File: src/rtl/fib_bcd_converter.sv
// Serial 8-bit binary to 3-digit BCD converter (double-dabble, one bit per clock).
// Optional wrap detection on the incoming term stream: define FIB_BCD_OVF_EN.
module fib_bcd_converter (
  input  logic        clk,
  input  logic        rst,
  input  logic        in_valid,
  input  logic [7:0]  in_value,
  output logic        in_ready,
  input  logic        out_ready,
  output logic        out_valid,
  output logic [11:0] bcd,
  output logic        ovf
);
  // state | meaning
  // IDLE  | waiting for a term, in_ready high
  // SHIFT | eight double-dabble steps in progress
  // DONE  | result presented on bcd, waiting for out_ready
  typedef enum logic [1:0] {IDLE, SHIFT, DONE} state_t;

  state_t      state, state_nxt;
  logic [7:0]  operand;
  logic [11:0] scratch;
  logic [11:0] scratch_adj;
  logic [3:0]  cnt;
  logic        accept;

  assign accept = (state == IDLE) && in_valid;

  always_ff @(posedge clk) begin
    if (rst) state <= IDLE;
    else     state <= state_nxt;
  end

  always_comb begin
    state_nxt = state;
    case (state)
      IDLE:    if (in_valid)      state_nxt = SHIFT;
      SHIFT:   if (cnt == 4'd1)   state_nxt = DONE;
      DONE:    if (out_ready)     state_nxt = IDLE;
      default:                    state_nxt = IDLE;
    endcase
  end

  always_comb begin
    in_ready  = (state == IDLE);
    out_valid = (state == DONE);
  end

  // Per-digit +3 correction ahead of the shift; 4-bit arithmetic, no inter-digit carry.
  always_comb begin
    for (int d = 0; d < 3; d++) begin
      scratch_adj[d*4 +: 4] = (scratch[d*4 +: 4] >= 4'd5) ? scratch[d*4 +: 4] + 4'd3
                                                          : scratch[d*4 +: 4];
    end
  end

  always_ff @(posedge clk) begin
    if (rst) begin
      operand <= 8'h00;
      scratch <= 12'h000;
      cnt     <= 4'd0;
      bcd     <= 12'h000;
    end else if (accept) begin
      operand <= in_value;
      scratch <= 12'h000;
      cnt     <= 4'd8;
    end else if (state == SHIFT) begin
      {scratch, operand} <= {scratch_adj, operand} << 1;
      cnt                <= cnt - 4'd1;
      // bcd only updates with the final shifted value, so it holds through IDLE/SHIFT.
      if (cnt == 4'd1) bcd <= {scratch_adj[10:0], operand[7]};
    end
  end

`ifdef FIB_BCD_OVF_EN
  logic [7:0] prev_term;

  always_ff @(posedge clk) begin
    if (rst) begin
      prev_term <= 8'h00;
      ovf       <= 1'b0;
    end else if (accept) begin
      prev_term <= in_value;
      if (in_value < prev_term) ovf <= 1'b1;
    end
  end
`else
  assign ovf = 1'b0;
`endif

endmodule

File: config.mk
export PLATFORM = sky130hd
export DESIGN_NAME = fib_bcd_converter
export DESIGN_NICKNAME = d
export VERILOG_FILES = /design/src/rtl/fib_bcd_converter.sv
export SDC_FILE = /design/constraint.sdc
export NUM_CORES = 1
export LEC_CHECK = 0
export ABC_AREA = 0
export BUFFER_PORTS_ARGS = -buffer_cell sky130_fd_sc_hd__buf_2
export CAP_MARGIN = 20
export CORE_AREA = 10 10 72 74
export DETAILED_ROUTE_END_ITERATION = 8
export DIE_AREA = 0 0 82 84
export GPL_TIMING_DRIVEN = 0
export PLACE_DENSITY = 0.66
export SYNTH_ARGS = -nofsm -noshare
export SYNTH_HDL_FRONTEND = slang
export SYNTH_SLANG_ARGS = --single-unit
File: constraint.sdc
create_clock -name clk -period 1.7 [get_ports clk]
set_input_delay 0 -clock clk [delete_from_list [all_inputs] [get_ports clk]]
set_output_delay 0 -clock clk [all_outputs]
set_load 0.01 [all_outputs]
==> flow_summary.json <==
{
  "status": "completed",
  "fin_worst_skew_ps": 8.592,
  "core_um2": 3856,
  "max_stage_delay_ps": 370,
  "report.final.slew_viol_count": 0,
  "h-tree-depth": 2,
  "rows": 23,
  "layout_common_cells": "38 x dfxtp_1, 29 x buf_2, 21 x a21oi_1, 20 x nand2_1, 18 x nor2_1",
  "yosys_warnings": 0,
  "ys_seq_area_share_pct": 44.38,
  "pre_cts_ws_ps": 59.08,
  "synthCells": 198,
  "dp_cells": 273,
  "finalHoldViolations": 0,
  "yosysTopAreaCell": "dfxtp_1",
  "path_class": "reg -> reg",
  "die_w_um": 82,
  "clock-root-buffer": "clkbuf_8",
  "diodes": 0,
  "drt_first_pass_iters": 4,
  "synth_area_leaders": "dfxtp_1 44%, a21oi_1 6.4%, ha_1 5.8%, nand2_1 4.4%, o22ai_1 4.4%",
  "power_switching_uw": 460.9,
  "clockPowerShare_pct": 35.9,
  "max_freq_mhz": 628.0,
  "startpoint_type": "flip-flop",
  "grt_pass1_vias": 1335,
  "synth_area_um2": 1714,
  "place_congestion": 0.7912,
  "numPortBuffers": 25,
  "drive_gt1_share_pct": 21.79,
  "swShare_pct": 25.73,
  "dieArea_um2": 6888,
  "num_vias": 1453,
  "chipHeight_um": 84,
  "cts.sinks": 38,
  "drcViolationCount": 0,
  "antenna_found_initial": 0,
  "p_per_area_nw_per_um2": 875.8,
  "yosysTopAreaCellShare_pct": 44.38,
  "critPathArrivalTime_ps": 1800,
  "setup_viol": 0,
  "pwr-share-seq_pct": 52.9,
  "grt_first_pass_wirelength_mm": 6.361,
  "dp.final_hpwl_mm": 2.796,
  "synth_seq_cells": 38,
  "leakagePower_uw": 0.0007749,
  "cts_tree": "yes",
  "overflow": 0,
  "critPathCaptureType": "flip-flop",
  "cts_buffer_depth": 2,
  "setup_ws_ps": 107.8,
  "maxCapViolCount": 0,
  "fin_cells": 284,
  "wl_mm": 3.790,
  "finalNetCount": 253,
  "clk_pin_slew_worst_paths_ps": 80,
  "path_max_fanout": 5,
  "fin_crit_sh_pct": 93.66,
  "cts_made_buffers": 5,
  "critPathRequiredTime_ps": 1910,
  "layout_commonest_cell": "dfxtp_1",
  "io_pins": 27,
  "power_frac_comb_pct": 11.2,
  "clk_latency_ps": 290,
  "grt_max_degree": 13,
  "min_period_ps": 1592,
  "drt-initial-drc-count": 53,
  "routedWlPerCell_um": 13.35,
  "antenna_left": 0,
  "path_cells": "inv_1 -> ha_1 -> nand2b_1 -> a21oi_2 -> mux2_2 -> o22ai_1",
  "start_util_pct": 44.45,
  "gr-usage-all-layers_pct": 11.31,
  "vias_per_cell": 5.116,
  "rsz0062_at_grt": "false",
  "p_int_uw": 1331,
  "avgSynthCellArea_um2": 8.657,
  "syn_nets": 218,
  "ys_types": 30,
  "syn2layout_area_growth_pct": 19.34,
  "fin_setup_tns_ps": 0,
  "hold_path_class": "in -> reg",
  "max-vdd-ir-drop_mv": 0.5091,
  "cp_slowest_cell": "mux2_2"
}
## path summary, 6_finish.rpt
kind	from	depth (start not counted)	end	slack [ps]
setup reg to reg	scratch[4]$_SDFFE_PP0P_	6	bcd[6]$_SDFFE_PP0P_	110
setup / recovery	scratch[4]$_SDFFE_PP0P_	6	bcd[6]$_SDFFE_PP0P_	110
hold / removal	in_value[7]	3	operand[7]$_SDFFE_PP0P_	6
hold reg to reg	operand[1]$_SDFFE_PP0P_	2	operand[1]$_SDFFE_PP0P_	460
## logic make-up after synthesis
family          share of synthesized area, %
other cells                           0.2188
buf+inv                                5.329
fa+ha+maj                              5.840
flops                                  44.38
xor+xnor                               2.044
compound gates                         19.78
simple gates                           19.85
mux                                    2.555
## worst max-delay path: cells and delay by family, from the launching register on
| family | cells | cell delay, ps |
|---|---|---|
| and+or+nand+nor | 1 | 100 |
| DFF | 1 | 340 |
| adders and majority gates | 1 | 240 |
| buffers and inverters | 1 | 90 |
| AOI/OAI and AO/OA | 2 | 360 |
| muxes | 1 | 370 |
## state kept, by name (all words and copies together), names as in the netlist
name / flops
operand: 8
state: 2
scratch: 12
cnt: 4
bcd: 12
## cell usage after synthesis
library cell	n
or2_2	1
o21ai_0	5
a21oi_1	22
nor2_1	18
inv_1	9
xnor2_1	3
nor4_1	1
nand2b_1	10
a211oi_1	9
ha_1	8
conb_1	1
buf_2	4
o22ai_1	12
nor2b_1	2
dfxtp_1	38
xor2_1	1
clkbuf_1	5
mux2_2	3
nand2b_2	2
a22oi_1	7
nor3_1	1
buf_6	1
a2111oi_0	1
nor3b_1	6
nand3_1	4
buf_4	1
mux2i_1	1
nand2_1	20
or3_1	1
nor3_4	1
## area by class of cell
class	instances	area, um2
tap	50	62.56
timing repair buffer	28	162.7
multi-input combinational	140	873.3
buffer	11	57.56
inverter	9	33.78
clock inverter	2	12.51
fill	382	1810
clock buffer	6	82.58
sequential	38	760.7
## power groups by stage
stage | logic, uW | clock network [uW] | registers (uW)
after CTS | 199 | 655 | 947
final | 201 | 644 | 947
after detailed placement | 196 | 0 | 968
after global routing | 226 | 707 | 952
after global placement | 194 | 0 | 967
after floorplan | 138 | 0 | 964
## layer usage
metal / wire length (um) / part of all wire (%) / GRT usage [%] / vias to the layer above
met5: 0 / 0 / 0 / -
met2: 1705 / 45 / 16.12 / 34
met3: 239 / 6.3 / 3.879 / 4
met1: 1803 / 48 / 15.49 / 659
met4: 40 / 1.1 / 3.251 / 0
li1: - / - / - / 756
## timing repair
| item | in CTS | in global routing |
|---|---|---|
| buffers inserted | 0 | 2 |
| hold endpoints to repair | 1 | 0 |
| endpoints found under the setup margin | 0 | 6 |
| hold buffers | 1 | 0 |
| resized for setup | 0 | 3 |
## through the flow
stage / utilization, % / area, um2 / hold slack (ps) / power [uW]
floorplan: - / 1714 / 136.0 / 1102
global placement: 49.32 / 1902 / 251.2 / 1161
detailed placement: 49.32 / 1902 / 254.5 / 1163
CTS: 52.04 / 2007 / 1.813 / 1801
global route: 53.05 / 2046 / 22.09 / 1886
finish: 53.05 / 2046 / 6.259 / 1792
No activity file was read; power rests on OpenSTA's default activity.
